<file path="src/rtl/timer_counter3.sv">
// Three-channel programmable down-counter (one-shot / rate / square), bus-written.
// Latency: writes and ticks update state in one clk; reads are combinational. No backpressure.
module timer_counter3 #(
  parameter int WIDTH = 32
) (
  input  logic             clk,
  input  logic             rst,
  input  logic             counter_we,
  input  logic [WIDTH-1:0] counter_val,
  input  logic [1:0]       counter_ch,
  input  logic             tick0,
  input  logic             tick1,
  input  logic             tick2,
  output logic [WIDTH-1:0] counter_out,
  output logic             counter0_out,
  output logic             counter1_out,
  output logic             counter2_out
);

  localparam logic [1:0] MODE_ONESHOT = 2'b00;
  localparam logic [1:0] MODE_RATE    = 2'b01;
  localparam logic [1:0] MODE_SQUARE  = 2'b10;
  localparam logic [1:0] CH_CTRL      = 2'b11;

  logic [WIDTH-1:0] count  [3];
  logic [WIDTH-1:0] reload [3];
  logic [1:0]       mode   [3];
  logic [2:0]       gate;
  logic [2:0]       armed;
  logic [2:0]       out;
  logic [2:0]       tick;
  logic [2:0]       wr_reload;
  logic [2:0]       wr_ctrl;
  logic [2:0]       halted;
  logic [2:0]       dec_en;

  assign tick = {tick2, tick1, tick0};

  always_comb begin
    wr_reload = '0;
    wr_ctrl   = '0;
    halted    = '0;
    dec_en    = '0;
    for (int n = 0; n < 3; n++) begin
      wr_reload[n] = counter_we && (counter_ch == 2'(n));
      wr_ctrl[n]   = counter_we && (counter_ch == CH_CTRL) && (counter_val[7:6] == 2'(n));
      // Periodic modes with a zero reload would spin on the terminal event; hold instead.
      halted[n]    = (mode[n] != MODE_ONESHOT) && (reload[n] == '0);
      dec_en[n]    = armed[n] && gate[n] && tick[n] && !halted[n];
    end
  end

  always_ff @(posedge clk) begin
    if (rst) begin
      for (int n = 0; n < 3; n++) begin
        count[n]  <= '0;
        reload[n] <= '0;
        mode[n]   <= MODE_ONESHOT;
      end
      gate  <= '0;
      armed <= '0;
      out   <= '0;
    end else begin
      for (int n = 0; n < 3; n++) begin
        if (wr_reload[n]) begin
          reload[n] <= counter_val;
          count[n]  <= counter_val;
          armed[n]  <= 1'b1;
          out[n]    <= 1'b0;
        end else if (wr_ctrl[n]) begin
          mode[n]  <= (counter_val[2:1] == 2'b11) ? MODE_ONESHOT : counter_val[2:1];
          gate[n]  <= counter_val[0];
          armed[n] <= 1'b0;
          out[n]   <= 1'b0;
        end else begin
          // Rate pulse is one cycle wide, independent of gate.
          if (mode[n] == MODE_RATE) begin
            out[n] <= 1'b0;
          end
          if (dec_en[n]) begin
            if (count[n] > WIDTH'(1)) begin
              count[n] <= count[n] - WIDTH'(1);
            end else begin
              case (mode[n])
                MODE_RATE: begin
                  count[n] <= reload[n];
                  out[n]   <= 1'b1;
                end
                MODE_SQUARE: begin
                  count[n] <= reload[n];
                  out[n]   <= ~out[n];
                end
                default: begin
                  count[n] <= '0;
                  out[n]   <= 1'b1;
                end
              endcase
            end
          end
        end
      end
    end
  end

  always_comb begin
    case (counter_ch)
      2'b00:   counter_out = count[0];
      2'b01:   counter_out = count[1];
      2'b10:   counter_out = count[2];
      default: counter_out = {{(WIDTH-6){1'b0}}, out, armed};
    endcase
  end

  assign counter0_out = out[0];
  assign counter1_out = out[1];
  assign counter2_out = out[2];

endmodule
</file>
<file path="config.mk">
export PLATFORM = sky130hd
export DESIGN_NAME = timer_counter3
export DESIGN_NICKNAME = d
export VERILOG_FILES = /design/src/rtl/timer_counter3.sv
export SDC_FILE = /design/constraint.sdc
export NUM_CORES = 1
export LEC_CHECK = 0
export CORE_ASPECT_RATIO = 0.9
export CORE_MARGIN = 2
export CORE_UTILIZATION = 54
export CTS_BUF_LIST = sky130_fd_sc_hd__clkbuf_16
export DETAILED_ROUTE_END_ITERATION = 10
export PLACE_DENSITY = 0.79
export SLEW_MARGIN = 25
export SYNTH_ARGS = -nofsm -noshare
export SYNTH_HDL_FRONTEND = slang
export SYNTH_SLANG_ARGS = --single-unit
</file>
<file path="constraint.sdc">
create_clock -name clk -period 12.6 [get_ports clk]
set_input_delay 1.89 -clock clk [delete_from_list [all_inputs] [get_ports clk]]
set_output_delay 1.89 -clock clk [all_outputs]
set_load 0.005 [all_outputs]
</file>
## Yosys cells after proc, flatten, opt, wreduce, memory -nomap -nowiden

Memories as Yosys holds them, arrays and structs flattened.
Cells that the tools add are included.

| cells by class | value |
|---|---|
| reductions and logical operators | 42 |
| shift operators | 0 |
| eq/ne operators | 12 |
| magnitude comparators | 3 |
| multiplexer cells | 145 |
| bitwise operators | 27 |
| div/mod/pow operators | 0 |
| multipliers | 0 |
| add/subtract/negate cells | 3 |

Operator list:

| kind | count |
|---|---|
| 32-bit two-way mux | 18 |
| 1-bit two-way mux | 122 |
| 32-bit by 1-bit greater-than comparator with 1-bit output, second input constant | 3 |
| 32-bit logical NOT | 3 |
| 32-bit case mux with 3 select lines | 1 |
| 32-bit by 1-bit subtractor with 32-bit output, second input constant | 3 |
| 1-bit OR | 21 |
| 1-bit logical AND | 19 |
| 2-bit equality test, second input constant | 7 |
| 2-bit nonzero test | 6 |
| 2-bit by 1-bit equality test with 1-bit output, second input constant | 5 |
| 3-bit OR reduction | 3 |
| 2-bit two-way mux | 4 |
| 1-bit NOT | 6 |
| 2-bit AND reduction | 3 |
| 2-bit OR reduction | 3 |
| 2-bit logical NOT | 2 |
| 1-bit logical NOT | 3 |

| word-level totals | value |
|---|---|
| bits of input ports | 40 |
| flip-flop bits (word level) | 9 |
| memories | 3 |
| bits in latches | 0 |
| output and inout bits | 35 |
| logic and storage cells | 244 |
| bits in read-only memories | 0 |
| bits in writable memories | 198 |

Memories:

| memory | words | bits a word | rd ports | clocked after Yosys merged registers in | wr ports | RTL line | RTL |
|---|---|---|---|---|---|---|---|
| count | 3 | 32 | 3 | 0 | 3 | 25 | `logic [WIDTH-1:0] count [3];` |
| reload | 3 | 32 | 3 | 0 | 3 | 26 | `logic [WIDTH-1:0] reload [3];` |
| mode | 3 | 2 | 3 | 0 | 3 | 27 | `logic [1:0] mode [3];` |

## Logic depth before layout (Yosys ltp)

| depth | value |
|---|---|
| depth in word-level cells | 13 |
| mapped depth | 10 |
| gate-level depth less buffers | 8 |

## Worst setup path after synthesis

No wires, ideal clock.

| timing path | value |
|---|---|
| path type | in2reg |
| from | in counter_ch[0] |
| to | mem count[1][0], enable pin |
| buffers on the path | 1 |
| arrival | 5465 ps |
| required time | 12225 ps |
| stages on the path | 4 |
| setup slack | 6760 ps |
| cell sequence | buf_1 -> nand2_1 -> o21ai_0 -> or2_2 |

RTL lines:

| what | RTL line | RTL |
|---|---|---|
| start, declared | 10 | `input logic [1:0] counter_ch,` |
| end, declared | 25 |  |

## Final worst setup path

| timing path | value |
|---|---|
| from | in counter_ch[1] |
| to | out counter_out[29] |

| between the ends | value |
|---|---|
| word-level cells in the longest chain between the ends | 2 |
| elaborated cells between the ends (all ways) | 4 |
| classes of those cells | eq/ne (2); mux (1); reduce/logical (1) |

Ends and longest elaborated chain:

| what | RTL line | RTL |
|---|---|---|
| 2-bit equality test (tied with other cells) | 106 | `case (counter_ch)` |
| 32-bit case mux with 3 select lines * | 106 |  |
| end, declared | 14 | `output logic [WIDTH-1:0] counter_out,` |

Mark *: on every way between the ends. The rest lies on a longest branch, timed or not.

==> flow_summary_export.csv <==
group,metric,value,unit
synthesis,synth.ff_latch_count,207,
power,p_sw,462,µW
min_path,hold_path_end,"armed[2]$_SDFFE_PP0P_",
placement,port_buffers,74,
drt,vias,10300,
min_path,hold_path.startpoint,"armed[2]$_SDFFE_PP0P_",
global_routing,gr-total-overflow,0,
synthesis,synth.top_cell.area_share,48.9,%
timing,period_minus_slack,6510,ps
timing,fin_crit_sh,51.7,%
synthesis,syn_nets,1205,
worst_setup_path,r2r_slack,8540,ps
layout,area_growth,15.3,%
placement,dpl.hpwl,28500,µm
worst_setup_path,timing.rr.end,"count[0][17]$_SDFFCE_PP0P_",
synthesis,netlist_area,12200,µm²
power,internal-power,1340,µW
cts,clk_pin_slew,60,ps
drt,drtPass1Iterations,7,
synthesis,ys_seq_area_share,50.4,%
cts,clock_latency,510,ps
drt,avgViaCountPerCell,6.83,
global_routing,grt_pass1_vias,9458,
min_path,hold_depth,2,
worst_setup_path,end_kind,"output pin",
power,clkPwrFrac,39.1,%
timing,setup_viol,0,
drt,drcViolationCount,0,
flow_run,drv_cap,0,
layout,diodes,0,
synthesis,syn_area_per_cell,10.6,µm²
layout,drive_gt1_share,8.24,%
global_routing,grt_pass1_wl,57700,µm
timing,fmax,154,MHz
timing,relSlewSlack,34.7,%
floorplan,die_h,146,µm
timing,slew_viol_final,0,
cts,cts_hold_buffers,0,
floorplan,core_region_area,22300,µm²
synthesis,synth_edf_count,198,
placement,place_congestion,0.999,
cts,h-tree-depth,1,
cts,cts_tree,"yes",
synthesis,synth.distinct_cells,57,
drt,ant_nets,0,
synthesis,async_reset_ff_share,0,%
power,vdd_drop_max,0.0829,mV
timing,tightest_slew,979,ps
placement,dp_cells,1471,
worst_setup_path,reg2reg_from,"count[1][9]$_SDFFCE_PP0P_",
layout,nNetsFinal,1254,
cts,cts.path.max_buffers,3,
drt,wl,39000,µm
worst_setup_path,critPathLaunchType,"input port",
cts,cts_buffers,22,
floorplan,die-area,23700,µm²
floorplan,start_util,54.5,%
min_path,hp-class,"flip-flop to flip-flop",
floorplan,die_w,162,µm
worst_setup_path,path_max_fanout,44,
power,combPwrFrac,11.4,%
power,p_seq_share,49.5,%
cts,cts_resized,0,
worst_setup_path,cp.required,10710,ps
power,design_power_total,1810,µW
global_routing,antenna_found_initial,0,
synthesis,yosysWarningCount,0,
power,leakage,0.00493,µW
power,p_per_area,129,nW/µm²
drt,drtIter0Drc,1919,
global_routing,grt_start_max_net_pins,45,
synthesis,synth-main-ff-cell,"edfxtp_1",
cts,cts.sinks,207,
outcome,outcome,"finished, final reports clean",
timing,setup-tns-final,0,ps
worst_setup_path,rr_worst_depth,7,
layout,fin_cells,1510,
timing,rsz0062_at_grt,"false",
synthesis,yosys-top-cells-area,"edfxtp_1 49%, mux2i_1 5.0%, xor2_1 3.2%",
synthesis,yosysTopAreaCell,"edfxtp_1",
floorplan,row_count,52,
timing,skew,8.76,ps
layout,fill_cells,1712,
global_routing,grt_use_total,32.3,%
drt,wl_per_cell,25.8,µm
synthesis,synth_cells,1150,
power,switching_share,25.6,%
cts,clock-root-buffer,"clkbuf_16",
floorplan,num_io_pins,75,
cts,postCtsSetupRepairBufs,0,
worst_setup_path,arrival,4620,ps
timing,hold_violations,0,
worst_setup_path,path_class,"input port to output pin",
==> worst max path at each step <==
stage	start	to	slack, ps	cells past startpoint
after global placement	counter_ch[1]	counter_out[13]	6220	7
after CTS	counter_ch[1]	counter_out[29]	6120	7
final	counter_ch[1]	counter_out[29]	6090	7
after floorplan	counter_ch[0]	count[1][0]$_SDFFCE_PP0P_	6760	4
after global routing	counter_ch[1]	counter_out[15]	5920	7
after detailed placement	counter_ch[1]	counter_out[29]	6120	7
==> cells in the final DEF (no fill, tap or decap), drive strengths merged, types with 6 or more instances in the layout <==
master,n
a21oi,18
edfxtp,198
o22ai,41
and2,35
mux2i,61
or4,18
nor3,44
buf,26
ha,15
and3,6
xor2,44
a211o,19
nor4,60
or3,18
clkdlybuf4s50,73
o211ai,16
inv,52
o21ai,37
nand2,88
nor2,76
clkbuf,23
a211oi,48
nand4,23
xnor2,38
dfxtp,9
a2111oi,9
a31oi,19
or2,12
nand3,14
mux4,6
o31ai,12
==> state kept, by name, indices dropped and copies added (netlist names) <==
| signal | cells |
|---|---|
| count | 96 |
| reload | 96 |
| mode | 6 |
| armed | 3 |
| gate | 3 |
| out | 3 |
==> cells by family (layout without fill, tap and decap cells) <==
| group | count (synthesis) | after routing | synth area share (%) |
|---|---|---|---|
| buffers and inverters | 123 | 186 | 4.12 |
| multiplexers | 67 | 67 | 6.13 |
| AO/OA/AOI/OAI | 238 | 238 | 13.6 |
| XOR/XNOR | 82 | 82 | 5.91 |
| adder cells (fa/ha/maj) | 15 | 15 | 1.54 |
| AND/OR/NAND/NOR | 418 | 418 | 18.4 |
| flip-flops | 207 | 207 | 50.4 |
==> final cells by class <==
| type | count | area, µm² | area share (%) |
|---|---|---|---|
| Sequential cell | 207 | 6130 | 43.7 |
| Inverter | 49 | 184 | 1.31 |
| Tap cell | 297 | 372 | 2.65 |
| Multi-Input combinational cell | 820 | 5610 | 40.1 |
| Clock buffer | 23 | 576 | 4.11 |
| Timing Repair Buffer | 99 | 943 | 6.73 |
| Clock inverter | 15 | 203 | 1.45 |
==> Yosys cell counts, types with 38 or more instances <==
cell type	number
edfxtp_1	198
nand2_1	88
nor2_1	76
mux2i_1	61
nor4_1	58
clkbuf_1	54
inv_1	49
a211oi_1	48
xor2_1	44
nor3_1	42
o22ai_1	41
xnor2_1	38
==> power by group through the flow <==
stage	Combinational [µW]	Sequential, µW	Clock [µW]
2_1_floorplan	122	867	0
3_3_place_gp	196	900	0
3_5_place_dp	199	901	0
4_1_cts	201	887	704
5_1_grt	222	896	730
6_report	206	894	705
==> through the flow <==
stage                     hold slack [ps]  instance area [µm²]  util, %  setup slack, ps
after global placement                442                13200     59.1             6220
after detailed placement              463                13200     59.2             6120
after global routing                  488                14000     62.8             5920
final                                 478                14000     62.8             6090
after CTS                             472                14000     62.7             6120
after floorplan                       432                12200        -             6760
==> worst max-delay path, stage by stage <==
cell and delay [ps]:
clkdlybuf4s50_1 460, buf_4 420, nor2b_1 800, buf_4 330
nand2_1 80, o21ai_0 80, clkdlybuf4s50_1 530
==> layer usage <==
metal | vias up | share of wire, % | GRT usage [%]
met1 | 4941 | 40 | 49.7
met2 | 754 | 42 | 45.6
met3 | 90 | 15 | 8.30
met5 | - | 0 | 0
li1 | 4523 | - | -
met4 | 0 | 2.4 | 8.05
Note: power is estimated with default switching activity, not from simulation.
==> variant, RTL diff (config.mk and constraints unchanged) <==
Register the output `counter2_out`, cleared by the reset; this adds one clock of latency there. The other outputs are not delayed to match.
--- a/src/rtl/timer_counter3.sv
+++ b/src/rtl/timer_counter3.sv
@@ -114,5 +114,11 @@
   assign counter0_out = out[0];
   assign counter1_out = out[1];
-  assign counter2_out = out[2];
+  always_ff @(posedge clk) begin
+    if (rst) begin
+      counter2_out <= '0;
+    end else begin
+      counter2_out <= out[2];
+    end
+  end
 
 endmodule
Function: changed (a bounded check fails within 4 cycles, from zero or initial values and one cycle with rst high).
==> variant against the original RTL <==
  * Sequential power hardly changed
  * Final cell count fell by 2.6%
  * Final area is 4.0% lower
  * Fmax up 4.5%
  * Synthesized cell count is 3.6% lower
  * Power decreased by 5.7%
  * Highest routed layer unchanged
  * Die area is 2.9% lower
  * Routed wire length fell by 1.3%
  * Setup slack improved by 0.28 ns
  * Sequential cell count up 1
  * Clock skew increased by 0.0071 ns
  * Utilization decreased by 0.39 points
  * Synthesized area decreased by 2.9%
  * Combinational power fell by 4%
==> variant: results (changes against the original RTL) <==
Parameter                              Value

Worst setup path
  Worst stage delay on the critical path    0.57 ns (-0.23 ns)
  Maximum fanout along the worst path    42 (-4.5%)
  Data arrival time at the worst-slack endpoint    4.34 ns (-0.28 ns)
  Worst R2R Path Depth    8 (+1)
  CP max stage cell    sky130_fd_sc_hd__nor2_4

Clocking
  Setup Fix Bufs, Post-CTS    0 (unchanged)
  Clock buffers created by TritonCTS    22 (unchanged)
  Resized Gates After CTS    0 (unchanged)
  Insertion delay of the later-clocked pin in the worst-skew pair    0.53 ns (+0.02 ns)
  CTS clk-pin slew, worst paths    0.07 ns
  Buffer type at the clock tree root    sky130_fd_sc_hd__clkbuf_16
  H-tree level count    1 (unchanged)
  Maximum buffer depth of the clock tree    3 (unchanged)

Logic synthesis
  Synth cell count leaders    sky130_fd_sc_hd__edfxtp_1, sky130_fd_sc_hd__nand2_1, sky130_fd_sc_hd__nor2_1, sky130_fd_sc_hd__a21oi_1, sky130_fd_sc_hd__o21ai_0
  Mean instance size in the synthesized netlist    10.6 sq um (+0.65%)
  Number of enable-type register cells in the synthesized netlist    198 (unchanged)
  Part of the Yosys area used for sequential elements    52.1% (+1.7 points)
  Async S/R FF share, synth    0% (unchanged)
  Dominant cells by area after synthesis    sky130_fd_sc_hd__edfxtp_1, sky130_fd_sc_hd__nand2_1, sky130_fd_sc_hd__mux2i_1, sky130_fd_sc_hd__xnor2_1, sky130_fd_sc_hd__xor2_1
  Commonest register cell after synthesis    sky130_fd_sc_hd__edfxtp_1
  Number of distinct library cells after synthesis    69 (+21%)
  Ys Warns    0 (unchanged)

STA
  Clock Skews    0.0158 ns (+0.00706 ns)
  Max-slew headroom at the worst pin    24.9% (-9.9 points)

Layout
  Largest registers    count x96, reload x96, mode x6
  Filler-free cell count of the finished design    1471 (-2.6%)
  Total number of nets in the final design    1220 (-2.7%)
  Ratio of cells with drive above 1 in the final layout    7.63% (-0.62 points)

Min path
  Hold depth    2 (unchanged)
  Worst min-delay path class    reg -> reg

Outcome
  Result of the run    finished clean

Global route
  Maximum number of pins on one net before global-route repair    47 (+4.4%)
  Combined global-route utilization of all metal layers    33.2% (+0.86 points)
  Initial antenna violation count    1 (+1)
  Vias in the first global route    9276 (-1.9%)
  Wire length of the first global-routing pass    57.1 mm (-1.1%)

Placement
  Detailed placer's ending HPWL    27.3 mm (-4.2%)
  Number of I/O port buffers    74 (unchanged)
  Number of placed cells counting well taps    1432 (-2.7%)
  Placer Congestion    0.952 (-4.8%)

Power
  Switching share of total power    27.2% (+1.5 points)
  Largest vdd supply drop    75.0 uV (-9.5%)
  Clock network fraction of total power    36.0% (-3.1 points)
  Leakage dissipation    4.43 nW (-10%)

Routing
  First-iteration detailed-routing DRC count    1297 (-32%)
  Avg WL per Cell    26.2 um (+1.3%)
  First-pass DRT Iterations    6 (-1)
  Routed vias    9898 (-4.0%)

Job
  Max-cap violation count    0 (unchanged)
## variant: changes by cell type after synthesis, moves of 16 or more
cell,delta
sky130_fd_sc_hd__nand4_1,-17
sky130_fd_sc_hd__a211o_1,-18
sky130_fd_sc_hd__a21oi_1,+37
sky130_fd_sc_hd__nand2_1,+54
sky130_fd_sc_hd__o22ai_1,-24
sky130_fd_sc_hd__o2bb2ai_1,+32
sky130_fd_sc_hd__a211oi_1,-34
sky130_fd_sc_hd__inv_1,-28
sky130_fd_sc_hd__a31oi_1,-17
sky130_fd_sc_hd__mux2i_1,-16
sky130_fd_sc_hd__o21ai_0,+18
## variant: metal layers
layer | wire length (um) | GRT usage (%)
met1 | 14400 | 45.1
met2 | 16100 | 48.6
met3 | 6310 | 12.0
met4 | 1710 | 13.7
met5 | 0 | 0
## variant: final cells by class
class	count	area (sq um)
Clock buffer	23	576
Clock inverter	16	82.6
Fill cell	1723	8110
Inverter	22	82.6
Multi-Input combinational cell	818	5330
Sequential cell	208	6150
Tap cell	291	364
Timing Repair Buffer	93	878
## variant: worst max-delay path, delay by kind of cell
kind                   cells  cell delay, ns
AO/OA/AOI/OAI              1            0.12
AND/OR/NAND/NOR            2            0.69
buffers and inverters      4            1.60
## variant: through the flow
stage | cell area [sq um] | setup slack [ns]
after CTS | 13500 | 6.06
final | 13500 | 6.37
after global placement | 12800 | 6.22
after global routing | 13500 | 6.28
after floorplan | 11800 | 7.00
after detailed placement | 12800 | 6.07
## variant: worst paths after layout
check / startpoint / endpoint / slack [ns]
max: counter_ch[1] / counter_out[24] / 6.37
min: armed[2]$_SDFFE_PP0P_ / armed[2]$_SDFFE_PP0P_ / 0.48
max reg2reg: count[0][4]$_SDFFCE_PP0P_ / count[1][24]$_SDFFCE_PP0P_ / 8.57
min reg2reg: armed[2]$_SDFFE_PP0P_ / armed[2]$_SDFFE_PP0P_ / 0.48
## variant: cells by family after synthesis
kind of cell | count (synthesis) | synth area share (%)
mux | 51 | 4.96
flops | 208 | 52.1
simple gates | 430 | 18.9
fa+ha+maj | 15 | 1.59
buf+inv | 83 | 3.17
xor+xnor | 79 | 5.86
compound gates | 243 | 13.5
## variant: power groups by stage
stage / clock network [mW] / registers, mW / logic, mW
floorplan: 0 / 0.870 / 0.113
global placement: 0 / 0.898 / 0.187
detailed placement: 0 / 0.899 / 0.192
CTS: 0.607 / 0.885 / 0.194
global route: 0.637 / 0.894 / 0.211
finish: 0.612 / 0.891 / 0.198
